`config.mk`:
```
export PLATFORM = sky130hd
export DESIGN_NAME = mult_block_buffer
export DESIGN_NICKNAME = d
export VERILOG_FILES = /design/src/rtl/mult_block_buffer.sv
export SDC_FILE = /design/constraint.sdc
export NUM_CORES = 1
export LEC_CHECK = 0
export BUFFER_PORTS_ARGS = -buffer_cell sky130_fd_sc_hd__buf_4
export CAP_MARGIN = 20
export CORE_UTILIZATION = 59
export DETAILED_ROUTE_END_ITERATION = 12
export GPL_TIMING_DRIVEN = 0
export PLACE_DENSITY = 0.83
export SYNTH_ARGS = -nofsm -noshare
export SYNTH_HDL_FRONTEND = slang
export SYNTH_SLANG_ARGS = --single-unit
export TNS_END_PERCENT = 50
```
`constraint.sdc`:
```
create_clock -name clk -period 2.25 [get_ports clk]
set_input_delay 0.45 -clock clk [delete_from_list [all_inputs] [get_ports clk]]
set_output_delay 0.45 -clock clk [all_outputs]
set_load 0.01 [all_outputs]
```
`src/rtl/mult_block_buffer.sv`:
```
// Multiplies operand pairs through a MULT_LAT-stage pipeline, writes the products
// sequentially into an external memory block, and drains the block back on request.
module mult_block_buffer #(
  parameter int DATA_W   = 16,
  parameter int DEPTH    = 64,
  parameter int MULT_LAT = 2,
  parameter int RD_LAT   = 1,
  parameter int SIGNED   = 0,
  parameter int SATURATE = 0,
  localparam int ADDR_W  = $clog2(DEPTH)
) (
  input  logic              clk,
  input  logic              rst,
  input  logic              EN_mult,
  input  logic [DATA_W-1:0] mult_input0,
  input  logic [DATA_W-1:0] mult_input1,
  output logic              RDY_mult,
  output logic              EN_writeMem,
  output logic [ADDR_W-1:0] writeMem_addr,
  output logic [DATA_W-1:0] writeMem_val,
  input  logic              EN_blockRead,
  output logic              EN_readMem,
  output logic [ADDR_W-1:0] readMem_addr,
  input  logic [DATA_W-1:0] readMem_val,
  output logic              VALID_memVal,
  output logic [DATA_W-1:0] memVal_data,
  output logic [ADDR_W:0]   fill_count,
  output logic              DONE_blockRead
);

  localparam int CNT_W = (RD_LAT > 1) ? $clog2(RD_LAT) : 1;
  localparam logic [ADDR_W:0]  DEPTH_C    = (ADDR_W+1)'(DEPTH);
  localparam logic [ADDR_W:0]  ONE_C      = (ADDR_W+1)'(1);
  localparam logic [CNT_W-1:0] FLUSH_LAST = CNT_W'(RD_LAT - 1);
  localparam logic [CNT_W-1:0] FLUSH_ONE  = CNT_W'(1);

  typedef enum logic [2:0] {S_IDLE, S_FILL, S_FULL, S_DRAIN, S_FLUSH} state_t;

  state_t             state_reg, state_next;
  logic               rdy_reg, rdy_next;
  logic [ADDR_W:0]    acc_reg, acc_next;
  logic [ADDR_W:0]    fill_reg, fill_next;
  logic [ADDR_W:0]    rd_ptr_reg, rd_ptr_next;
  logic [CNT_W-1:0]   flush_reg, flush_next;
  logic [MULT_LAT-1:0] pipe_vld_reg;
  logic [DATA_W-1:0]  pipe_data_reg [MULT_LAT];
  logic [RD_LAT-1:0]  rd_vld_reg;

  logic               accept;
  logic               in_flight;
  logic               a_ext, b_ext;
  logic [2*DATA_W-1:0] op_a, op_b, prod_full;
  logic [DATA_W-1:0]  prod_red;

  assign accept    = EN_mult && rdy_reg;
  assign in_flight = |pipe_vld_reg;

  // Sign-extending to 2*DATA_W makes one unsigned multiply serve both modes.
  assign a_ext     = (SIGNED != 0) ? mult_input0[DATA_W-1] : 1'b0;
  assign b_ext     = (SIGNED != 0) ? mult_input1[DATA_W-1] : 1'b0;
  assign op_a      = {{DATA_W{a_ext}}, mult_input0};
  assign op_b      = {{DATA_W{b_ext}}, mult_input1};
  assign prod_full = op_a * op_b;

  always_comb begin
    prod_red = prod_full[DATA_W-1:0];
    if (SATURATE != 0) begin
      if (SIGNED != 0) begin
        if (prod_full[2*DATA_W-1:DATA_W-1] != {(DATA_W+1){prod_full[2*DATA_W-1]}})
          prod_red = prod_full[2*DATA_W-1] ? {1'b1, {(DATA_W-1){1'b0}}}
                                           : {1'b0, {(DATA_W-1){1'b1}}};
      end else if (prod_full[2*DATA_W-1:DATA_W] != '0) begin
        prod_red = '1;
      end
    end
  end

  always_ff @(posedge clk or negedge rst) begin
    if (!rst) begin
      pipe_vld_reg <= '0;
      for (int i = 0; i < MULT_LAT; i++) pipe_data_reg[i] <= '0;
    end else begin
      pipe_vld_reg[0]  <= accept;
      pipe_data_reg[0] <= prod_red;
      for (int i = 1; i < MULT_LAT; i++) begin
        pipe_vld_reg[i]  <= pipe_vld_reg[i-1];
        pipe_data_reg[i] <= pipe_data_reg[i-1];
      end
    end
  end

  always_comb begin
    state_next  = state_reg;
    acc_next    = acc_reg;
    fill_next   = fill_reg;
    rd_ptr_next = '0;
    flush_next  = '0;
    if (pipe_vld_reg[MULT_LAT-1]) fill_next = fill_reg + ONE_C;
    if (accept) acc_next = acc_reg + ONE_C;
    case (state_reg)
      S_IDLE:  if (accept) state_next = S_FILL;
      S_FILL: begin
        if (acc_reg == DEPTH_C && !in_flight)
          state_next = S_FULL;
        else if (EN_blockRead && !in_flight && fill_reg != '0 && !accept)
          state_next = S_DRAIN;
      end
      S_FULL:  if (EN_blockRead) state_next = S_DRAIN;
      S_DRAIN: begin
        rd_ptr_next = rd_ptr_reg + ONE_C;
        if (rd_ptr_reg == fill_reg - ONE_C) state_next = S_FLUSH;
      end
      S_FLUSH: begin
        flush_next = flush_reg + FLUSH_ONE;
        if (flush_reg == FLUSH_LAST) begin
          state_next = S_IDLE;
          acc_next   = '0;
          fill_next  = '0;
        end
      end
      default: state_next = S_IDLE;
    endcase
    // Ready is registered from the next-cycle view so it drops with the DEPTH-th accept.
    rdy_next = (state_next == S_IDLE || state_next == S_FILL) && (acc_next < DEPTH_C);
  end

  always_ff @(posedge clk or negedge rst) begin
    if (!rst) begin
      state_reg  <= S_IDLE;
      rdy_reg    <= 1'b0;
      acc_reg    <= '0;
      fill_reg   <= '0;
      rd_ptr_reg <= '0;
      flush_reg  <= '0;
      rd_vld_reg <= '0;
    end else begin
      state_reg     <= state_next;
      rdy_reg       <= rdy_next;
      acc_reg       <= acc_next;
      fill_reg      <= fill_next;
      rd_ptr_reg    <= rd_ptr_next;
      flush_reg     <= flush_next;
      rd_vld_reg[0] <= (state_reg == S_DRAIN);
      for (int i = 1; i < RD_LAT; i++) rd_vld_reg[i] <= rd_vld_reg[i-1];
    end
  end

  assign RDY_mult       = rdy_reg;
  assign EN_writeMem    = pipe_vld_reg[MULT_LAT-1];
  assign writeMem_addr  = fill_reg[ADDR_W-1:0];
  assign writeMem_val   = pipe_data_reg[MULT_LAT-1];
  assign EN_readMem     = (state_reg == S_DRAIN);
  assign readMem_addr   = EN_readMem ? rd_ptr_reg[ADDR_W-1:0] : '0;
  assign VALID_memVal   = rd_vld_reg[RD_LAT-1];
  assign memVal_data    = VALID_memVal ? readMem_val : '0;
  assign fill_count     = fill_reg;
  assign DONE_blockRead = VALID_memVal && (state_reg == S_FLUSH) && (flush_reg == FLUSH_LAST);

endmodule

```
## After elaboration in Yosys (flattened, before gate mapping)

Index checks and enable logic that the tools add are counted.

- Bits in registers: 61
- Output and inout port bits: 56
- Word-level logic and storage cells: 57
- Input port bits: 52

- $lt $le $gt $ge: 1
- Add/sub/neg operators: 5
- Multiply operators: 1
- Mux-type cells: 17
- Equality and inequality tests: 7
- Reductions and logical operators: 15
- Bitwise gates (word level): 1

Operator list:

| operator | count |
|---|---|
| $mux W7 | 7 |
| $add A7 B1 Y7 const B | 3 |
| $mux W3 | 6 |
| $mul A16 B16 Y16 | 1 |
| $mux W16 | 1 |
| $pmux W3 S5 | 1 |
| $logic_and A1 B1 Y1 | 8 |
| $eq A7 B7 Y1 | 1 |
| $eq A7 B7 Y1 const B | 1 |
| $lt A7 B7 Y1 const B | 1 |
| $reduce_bool A7 Y1 | 1 |
| $sub A7 B1 Y7 const B | 1 |
| $eq A3 B1 Y1 const B | 2 |
| $eq A3 B2 Y1 const B | 2 |
| $logic_not A3 Y1 | 2 |
| $mux W6 | 1 |
| $eq A3 B3 Y1 const B | 1 |
| $logic_not A1 Y1 | 2 |
| $reduce_or A2 Y1 | 1 |
| $add A1 B1 Y1 const B | 1 |
| $logic_or A1 B1 Y1 | 1 |
| $mux W1 | 1 |
| $not A1 Y1 | 1 |

## Logic depth before layout (Yosys ltp)

Gate-level depths: netlist (run 1).

- Depth in word-level cells: 11
- Mapped depth: 19
- Gate-level depth less buffers: 18

## Worst setup path after synthesis (run 1)

OpenSTA, ideal clock, no wires.

- Path kind: input to register
- Start point: input port mult_input1[1]
- End point: register pipe_data_reg[30] (netlist bit)
- Arrival time: 5.035 ns
- Data required time: 2.126 ns
- Path slack: -2.909 ns
- Buffers on the path: 1
- Setup time: 0.124 ns
- Stages: 15
- Cells stage by stage: clkbuf_1 nand2_1 fa_1 fa_1 fa_1 fa_1 inv_1 fa_1 inv_1 fa_1 inv_1 ha_1 or3_1 o2111a_1 a211o_1

- Cells in the longest elaborated chain, start to end: 1

Ends and longest elaborated chain:

| item | line | source |
|---|---|---|
| start, declared | 16 | `input logic [DATA_W-1:0] mult_input1,` |
| $mul A16 B16 Y16 | 63 | `assign prod_full = op_a * op_b;` |
| named net prod_full[14] | 52 | `logic [2*DATA_W-1:0] op_a, op_b, prod_full;` |
| end signal, assigned by index | 87 | `pipe_data_reg[i] <= pipe_data_reg[i-1];` |
| end, declared | 46 | `logic [DATA_W-1:0] pipe_data_reg [MULT_LAT];` |

The timed path passes the listed nets, and every way through them passes these cells.

## Worst setup path in the final report (run 1)

- Start point: input port mult_input1[4]
- End point: register pipe_data_reg[31] (netlist bit)

Same word-level chain as after synthesis.

==> qor_table.md, run 1 <==
| Stage | Result | This run |
|:---|:---|:---|
| clocking | Clock edge transition at the registers on the reported setup and hold paths | 0.07 ns |
| route | Wire length after detailed routing | 16,000 um |
| global routing | Tot GR Track Use | 29.0% |
| global routing | Global-route wire length before repair | 25,100 um |
| sta | Worst-case clock skew | 0.00684 ns |
| clocking | Clock sink count | 61 |
| logic synthesis | Syn nets | 889 |
| logic synthesis | Most common library cells after synthesis | sky130_fd_sc_hd__inv_1 (122), sky130_fd_sc_hd__and2_1 (99), sky130_fd_sc_hd__fa_1 (80), sky130_fd_sc_hd__nand2_1 (73), sky130_fd_sc_hd__dfrtp_1 (61) |
| sta | Relative max-transition margin | 50.8% |
| setup path | Destination of the worst register-to-register timing path | RDY_mult |
| clocking | Clock latency on the worst-skew pair | 0.35 ns |
| sta | Final-report setup violation count | 13 |
| run status | Violations in the final reports | negative setup slack |
| cells and area | Number of non-filler instances in the completed layout | 975 |
| logic synthesis | Average cell area after synthesis | 9.40 um^2 |
| logic synthesis | Most instantiated library cell after synthesis | sky130_fd_sc_hd__inv_1 |
| global routing | Pin count of the biggest net entering global routing | 62 |
| logic synthesis | Top cells by area, synth | sky130_fd_sc_hd__fa_1 (24%), sky130_fd_sc_hd__dfrtp_1 (23%), sky130_fd_sc_hd__ha_1 (10%), sky130_fd_sc_hd__and2_1 (9.4%), sky130_fd_sc_hd__inv_1 (6.9%) |
| logic synthesis | Seq/Total Area, Yosys | 23.1% |
| logic synthesis | Share of flip-flops with an asynchronous set or reset | 100% |
| clocking | CTS Buffer Depth | 2 |
| clocking | TritonCTS clock tree | yes |
| placement | Global placement routability congestion | 0.925 |
| route | Final ANT Viol Nets | 0 |
| clocking | H-tree lvl count | 3 |
| cells and area | Fraction of final layout cells sized beyond drive strength 1 | 31.6% |
| logic synthesis | Fraction of the mapped netlist area in compound gates | 4.24% |
| sta | Achievable Freq | 0.208 GHz |
| logic synthesis | Post-synthesis instance area | 6610 um^2 |
| logic synthesis | Mux share of post-synthesis cell area | 0.322% |
| sta | Final WS setup | -2.56 ns |
| logic synthesis | Flip-flop and latch count after synthesis | 61 |
| cells and area | Inserted Diodes | 0 |
| logic synthesis | Xor-xnor portion of the synthesized cell area | 8.03% |
| setup path | Reg2Reg Depth | 8 |
| cells and area | Design Area, Final | 8440 um^2 |
| logic synthesis | Number of standard cells after synthesis | 703 |
| logic synthesis | Area fraction of the dominant cell type after synthesis | 24.2% |
| placement | Placed cell area | 7690 um^2 |
| global routing | Vias in the first global route | 5,413 |
| pwr | VDD IR max | 1.85 mV |
| setup path | Path type of the worst setup path | input pin to register |
| run status | Outcome | finished, violations left |
| cells and area | Filler instances | 671 |
| floorplanning | Core area | 10,900 um^2 |
| floorplanning | Die X-Extent | 108 um |
| floorplanning | Site Rows | 38 |
| setup path | R2R Setup Slk | 0.17 ns |
| route | 1st-pass router iterations | 4 |
| cells and area | Final-stage net count | 1,016 |
| global routing | Number of antenna violations at the first check in global routing | 0 |
| logic synthesis | Post-Synth Simple-Gate Area | 19.3% |
| setup path | Largest driver fanout on the critical path | 6 |
| placement | Placed insts | 949 |
| sta | Final hold vios | 0 |
| sta | Final cycle utilization of the critical path | 214% |
| hold path | Hold Path Class | input pin to asynchronous set/reset pin |
| route | Number of DRC markers in iteration 0 | 269 |
| logic synthesis | Library cells used by synthesis | 52 |
| pwr | Leakage power figure | 4.15 nW |
| setup path | Type of element launching the critical path | input pin |
| setup path | Element type at the critical path end | register |
| floorplanning | Die Y-Extent | 108 um |
| floorplanning | Overall die area | 11,600 um^2 |
| global routing | Total congestion overflow | 0 |
| floorplanning | Initial core utilization | 60.7% |
| placement | Final HPWL DP | 11,900 um |
| sta | Setup repair after global routing missed its margin | yes |
| run | Maximum Capacitance Violations | 0 |
| sta | Worst Tran Pin Value | 0.738 ns |
| setup path | Reg2Reg Launch Point | fill_count[0] |
| route | Total vias in the final route | 5,209 |
| pwr | Power density cells | 1410 nW/um^2 |
| sta | Final Slew Violations | 0 |
| logic synthesis | Top FF cell, synth | sky130_fd_sc_hd__dfrtp_1 |
| route | Routed WL per cell | 16.5 um |
| route | Number of design rule violations left after detail routing | 0 |
| sta | Post-layout min period | 4.81 ns |
| cells and area | End-of-flow core utilization | 77.5% |
| setup path | Required time reported for the critical path endpoint | 2.48 ns |
| logic synthesis | YS warnings | 0 |
| logic synthesis | Combinational family with the most area after synthesis | adder cells |
| logic synthesis | Share of synthesized cell area in full adder, half adder and majority cells | 34.5% |
| clocking | Root buffer cell | sky130_fd_sc_hd__clkbuf_8 |
| logic synthesis | Post-synth top area cell | sky130_fd_sc_hd__fa_1 |
| logic synthesis | Post-synth EDFFs | 0 |
| route | Detail-routed via count per cell | 5.34 |
| placement | Buffers added on ports | 106 |
| setup path | WP data arrival | 5.05 ns |
| clocking | Number of buffers created by CTS | 9 |
| floorplanning | I/O pin cnt | 108 |
| cells and area | Signed area change from the synthesized netlist to the final layout | 27.6% |
-- report_power, final --
group / internal (mW) / switching, mW
Clock: 0.426 / 0.415
Combinational: 4.69 / 4.63
Sequential: 1.52 / 0.200
-- critical path, stage by stage --
cell                        delay, ns
sky130_fd_sc_hd__buf_8           0.10
sky130_fd_sc_hd__clkbuf_16       0.14
sky130_fd_sc_hd__buf_4           0.13
sky130_fd_sc_hd__and2_4          0.13
sky130_fd_sc_hd__fa_1            0.47
sky130_fd_sc_hd__inv_1           0.05
sky130_fd_sc_hd__fa_1            0.47
sky130_fd_sc_hd__fa_1            0.56
sky130_fd_sc_hd__fa_1            0.46
sky130_fd_sc_hd__fa_2            0.55
sky130_fd_sc_hd__fa_2            0.42
sky130_fd_sc_hd__xnor2_2         0.16
sky130_fd_sc_hd__xnor2_1         0.19
sky130_fd_sc_hd__xnor2_1         0.15
sky130_fd_sc_hd__xnor2_1         0.16
sky130_fd_sc_hd__xnor3_2         0.32
sky130_fd_sc_hd__xnor2_1         0.15
-- worst max-delay path by stage --
stage / from / cells past startpoint / endpoint
6_report: mult_input1[4] / 17 / pipe_data_reg[31]
5_1_grt: mult_input1[4] / 19 / pipe_data_reg[31]
4_1_cts: mult_input1[4] / 19 / pipe_data_reg[31]
3_5_place_dp: mult_input1[1] / 17 / pipe_data_reg[31]
3_3_place_gp: mult_input1[1] / 17 / pipe_data_reg[31]
2_1_floorplan: mult_input1[5] / 16 / pipe_data_reg[30]
-- metal layers --
metal	wire length (um)	track usage (%)
met4	762	15.1
met2	8580	52.7
met5	0	0
met3	978	4.72
met1	5730	32.4
-- stage by stage --
stage          hold WS [ns]  setup slack (ns)  setup TNS (ns)  power [mW]
2_1_floorplan         0.154             -2.63          -23.17        7.35
3_3_place_gp          0.332             -3.17          -28.28        8.91
3_5_place_dp          0.336             -3.32          -29.22        9.15
4_1_cts               0.181             -2.48          -22.08        10.9
5_1_grt               0.221             -2.69          -22.89        13.0
6_report              0.157             -2.56          -21.35        11.9
-- area by class of cell --
cell class	count	area, um^2	share of cell area (%)
Inverter	122	463	5.49
Multi-Input combinational cell	478	4800	56.9
Clock inverter	4	23.8	0.282
Tap cell	140	175	2.08
Clock buffer	12	145	1.72
Sequential cell	61	1530	18.1
Timing Repair Buffer	118	923	10.9
Buffer	40	373	4.42
-- cells by family (layout without fill, tap and decap cells) --
kind of cell | Yosys count | in the layout
xor+xnor | 59 | 59
compound gates | 42 | 42
simple gates | 241 | 241
mux | 2 | 2
fa+ha+maj | 134 | 134
flops | 61 | 61
buf+inv | 164 | 296
-- placed cells by master, fill, tap and decap left out, types with 5 or more instances in the layout --
master / Yosys / routed
sky130_fd_sc_hd__nand3_1: 6 / 5
sky130_fd_sc_hd__xnor2_1: 41 / 38
sky130_fd_sc_hd__buf_6: 0 / 8
sky130_fd_sc_hd__clkbuf_8: 0 / 11
sky130_fd_sc_hd__xor2_1: 17 / 17
sky130_fd_sc_hd__and2_4: 0 / 14
sky130_fd_sc_hd__buf_4: 22 / 132
sky130_fd_sc_hd__clkbuf_1: 16 / 6
sky130_fd_sc_hd__nor2_1: 31 / 26
sky130_fd_sc_hd__and2_1: 99 / 85
sky130_fd_sc_hd__ha_4: 0 / 17
sky130_fd_sc_hd__inv_2: 0 / 18
sky130_fd_sc_hd__dfrtp_1: 61 / 59
sky130_fd_sc_hd__fa_2: 0 / 11
sky130_fd_sc_hd__inv_1: 122 / 102
sky130_fd_sc_hd__nor3_1: 7 / 5
sky130_fd_sc_hd__a21oi_1: 13 / 10
sky130_fd_sc_hd__nand2_1: 73 / 72
sky130_fd_sc_hd__fa_1: 80 / 69
sky130_fd_sc_hd__ha_1: 54 / 34
-- timing repair --
item,4_1_cts,5_1_grt
resized for setup,63,58
hold buffers,0,0
cloned,0,2
setup endpoints to repair,19,22
buffers inserted,7,3
pin swaps,59,47
Power figures use the tool's default switching activity.
==> run 2, diff against run 1 <==
--- a/config.mk
+++ b/config.mk
@@ -6,7 +6,7 @@
 export NUM_CORES = 1
 export LEC_CHECK = 0
 export BUFFER_PORTS_ARGS = -buffer_cell sky130_fd_sc_hd__buf_4
-export CAP_MARGIN = 20
+export CAP_MARGIN = 25
 export CORE_UTILIZATION = 59
 export DETAILED_ROUTE_END_ITERATION = 12
 export GPL_TIMING_DRIVEN = 0
==> constraint.sdc (replaced) <==
create_clock -name clk -period 4.9 [get_ports clk]
set_input_delay 0.98 -clock clk [delete_from_list [all_inputs] [get_ports clk]]
set_output_delay 0.98 -clock clk [all_outputs]
set_load 0.01 [all_outputs]
==> run 2 against run 1 <==
  * The run still ends with negative setup slack left
  * Register-to-register slack improved by 2.6 ns
  * Total power decreased by 56%
  * Cell area decreased by 3.0%
  * Utilization decreased by 2.3 points
  * Count of clock-buffer cells in the layout increased by 1
  * First-iteration DRC count increased by 8.2%
  * Sequential cell count unchanged
  * Final cell count decreased by 0.62%
  * Hold slack improved by 0.18 ns
  * Clock power decreased by 32%
  * Clock skew increased by 0.0021 ns
  * Critical endpoint is now pipe_data_reg[30]
  * Largest cell class unchanged
  * Highest routed layer unchanged
==> qor_table.md, run 2 (synthesized netlist as in run 1, its figures left out) <==
| Stage | Result | This run | Delta |
|:---|:---|:---|:---|
| setup path | WP data arrival | 5.55 ns | +0.50 ns |
| sta | Worst Tran Pin Value | 0.756 ns | +0.0180 ns |
| clocking | CTS Buffer Depth | 2 | unchanged |
| cells and area | Inserted Diodes | 0 | unchanged |
| sta | Setup repair after global routing missed its margin | yes |  |
| pwr | VDD IR max | 0.883 mV | -52% |
| route | Wire length after detailed routing | 15,300 um | -4.9% |
| run status | Outcome | finished, violations left |  |
| placement | Global placement routability congestion | 0.917 | -0.89% |
| hold path | Worst hold path stage count | 0 |  |
| cells and area | Signed area change from the synthesized netlist to the final layout | 23.8% |  |
| pwr | Power density cells | 639 nW/um^2 | -55% |
| route | Routed WL per cell | 15.8 um | -4.3% |
| floorplanning | Site Rows | 38 | unchanged |
| route | Detail-routed via count per cell | 5.34 | -0.11% |
| setup path | Element type at the critical path end | register |  |
| sta | Final cycle utilization of the critical path | 109% |  |
| sta | Post-layout min period | 5.33 ns |  |
| setup path | Cell occurring most often along the worst timing path | sky130_fd_sc_hd__inv_1 |  |
| floorplanning | Overall die area | 11,600 um^2 | unchanged |
| placement | Placed insts | 949 | unchanged |
| clocking | TritonCTS clock tree | yes |  |
| global routing | Number of antenna violations at the first check in global routing | 0 | unchanged |
| clocking | H-tree lvl count | 3 | unchanged |
| sta | Final WS setup | -0.427 ns | +2.13 ns |
| cells and area | Area of all sequential standard cells | 1530 um^2 | -0.16% |
| setup path | Worst path top cell family by delay | adder cells |  |
| clocking | Clock edge transition at the registers on the reported setup and hold paths | 0.07 ns | about the same |
| setup path | Largest driver fanout on the critical path | 10 | +4 |
| sta | Relative max-transition margin | 49.5% | -1.3 points |
| floorplanning | Initial core utilization | 60.7% | unchanged |
| floorplanning | Core area | 10,900 um^2 | unchanged |
| clocking | Clock sink count | 61 | unchanged |
| route | Total vias in the final route | 5,171 | -0.73% |
| cells and area | Commonest non-fill, non-tap cells in the layout | sky130_fd_sc_hd__buf_4 (129), sky130_fd_sc_hd__inv_1 (116), sky130_fd_sc_hd__and2_1 (93) |  |
| sta | Worst-case clock skew | 0.00890 ns | +0.00206 ns |
| route | Number of design rule violations left after detail routing | 0 | unchanged |
| route | Final ANT Viol Nets | 0 | unchanged |
| clocking | Clock latency on the worst-skew pair | 0.34 ns | about the same |
| setup path | Required time reported for the critical path endpoint | 5.13 ns | +2.65 ns |
| sta | Final-report setup violation count | 6 | -7 |
| route | Number of DRC markers in iteration 0 | 291 | +8.2% |
| placement | Buffers added on ports | 106 | unchanged |
| run | Maximum Capacitance Violations | 0 | unchanged |
| setup path | Buf/Inv on CP | 6 | +2 |
| sta | Final hold vios | 0 | unchanged |
| global routing | Tot GR Track Use | 28.2% | -0.72 points |
| setup path | Worst stage delay on the critical path | 0.54 ns | -0.02 ns |
| floorplanning | Die Y-Extent | 108 um | unchanged |
| setup path | Reg2Reg Depth | 8 | unchanged |
| clocking | Number of buffers created by CTS | 9 | unchanged |
| sta | Final Slew Violations | 0 | unchanged |
| pwr | Leakage power figure | 4.13 nW | -0.37% |
| setup path | R2R Setup Slk | 2.73 ns | +2.56 ns |
| route | 1st-pass router iterations | 4 | unchanged |
| setup path | Type of element launching the critical path | input pin |  |
| placement | Final HPWL DP | 11,800 um | -0.47% |
| hold path | Hold Path Class | register to register |  |
| global routing | Vias in the first global route | 5,373 | -0.74% |
| setup path | Crit. path cell count | 17 | unchanged |
| sta | Achievable Freq | 0.188 GHz |  |
| floorplanning | I/O pin cnt | 108 | unchanged |
| floorplanning | Die X-Extent | 108 um | unchanged |
| cells and area | Filler instances | 755 | +13% |
| sta | Worst hold slack across all endpoints | 0.337 ns | +0.180 ns |
| setup path | Chain of cells forming the critical path | buf_4 -> buf_4 -> and2_1 -> fa_2 -> inv_1 -> fa_2 -> fa_2 -> fa_1 -> inv_1 -> fa_1 -> inv_1 -> fa_1 -> inv_1 -> ha_2 -> or3_1 -> o2111a_1 -> a211o_1 |  |
| setup path | Path type of the worst setup path | input pin to register |  |
| run status | Violations in the final reports | negative setup slack |  |
| cells and area | Leading cell type in the layout, fill and taps excluded | sky130_fd_sc_hd__buf_4 |  |
| global routing | Pin count of the biggest net entering global routing | 62 | unchanged |
| clocking | Root buffer cell | sky130_fd_sc_hd__clkbuf_8 |  |
| global routing | Global-route wire length before repair | 24,900 um | -0.69% |
| setup path | Standard cell with the maximum stage delay on the critical path | sky130_fd_sc_hd__fa_1 |  |
| cells and area | Multi-input combinational cell area | 4560 um^2 | -5.0% |
| cells and area | Number of non-filler instances in the completed layout | 969 | -0.62% |
| global routing | Total congestion overflow | 0 | unchanged |
| cells and area | Final-stage net count | 1,010 | -0.59% |
| cells and area | Fraction of final layout cells sized beyond drive strength 1 | 25.6% | -6.0 points |
## run 2: cell types whose count changed in the layout (fill, tap and decap cells not counted), moves of 8 or more
cell,change
sky130_fd_sc_hd__inv_1,+14
sky130_fd_sc_hd__inv_2,-12
sky130_fd_sc_hd__ha_1,+11
sky130_fd_sc_hd__ha_4,-11
sky130_fd_sc_hd__and2_1,+8
sky130_fd_sc_hd__and2_4,-8
## run 2: final cells by class
type                    count  area share, %
plain buffers              40           4.01
clock buffers              13           2.06
clock inverters             3           1.10
inverters                 122           5.60
multi-input cells         478           55.8
flip-flops and latches     61           18.7
well taps                 140           2.14
repair buffers            112           10.7
## run 2: power by group
group / leakage [nW] / internal (mW) / switching (mW)
Clock: 0.130 / 0.380 / 0.194
Sequential: 0.754 / 0.699 / 0.0961
Combinational: 3.25 / 1.85 / 2.01
Total: 4.13 / 2.93 / 2.30
## run 2: final timing paths
check	start	endpoint
worst max-delay path	mult_input0[4]	pipe_data_reg[30]
worst max register to register	fill_count[0]	RDY_mult
max in group asynchronous	rst	writeMem_val[11]
min in group asynchronous	rst	rd_ptr_reg[3]
worst min register to register	pipe_data_reg[22]	writeMem_val[6]
worst min-delay path	pipe_data_reg[22]	writeMem_val[6]
## run 2: metal layers
metal / track usage, % / vias to the layer above / routed length [um]
li1: - / 2363 / -
met1: 32.6 / 2586 / 5820
met2: 51.8 / 179 / 8230
met3: 3.57 / 43 / 692
met4: 12.8 / 0 / 527
met5: 0 / - / 0
## run 2: per-stage QoR
stage | setup TNS [ns] | worst slack, ns | util, % | power (mW) | cell area (um^2)
after floorplan | -2.18 | -0.505 | - | 3.26 | 6670
after global placement | -5.38 | -1.03 | 70.2 | 3.98 | 7640
after detailed placement | -6.43 | -1.15 | 70.2 | 4.14 | 7640
after CTS | -1.85 | -0.442 | 74.0 | 4.88 | 8060
after global routing | -2.54 | -0.539 | 75.2 | 5.68 | 8180
final | -1.66 | -0.427 | 75.2 | 5.23 | 8180
## run 2: worst reg2reg max path, delay by kind of cell, from the launching register on
kind / cells / cell delay (ns)
AO/OA/AOI/OAI: 3 / 0.62
flip-flops: 1 / 0.53
AND/OR/NAND/NOR: 2 / 0.38
adder cells (fa/ha/maj): 1 / 0.34
XOR/XNOR: 1 / 0.14
buffers and inverters: 1 / 0.08
## run 2: timing repair
item                                   in CTS  in global routing
hold buffers                                0                  0
pin swaps                                  22                 27
endpoints found under the hold margin       0                  0
resized for setup                          34                 34
gates cloned                                1                  0
setup buffers                               3                  2
setup endpoints to repair                   7                  8
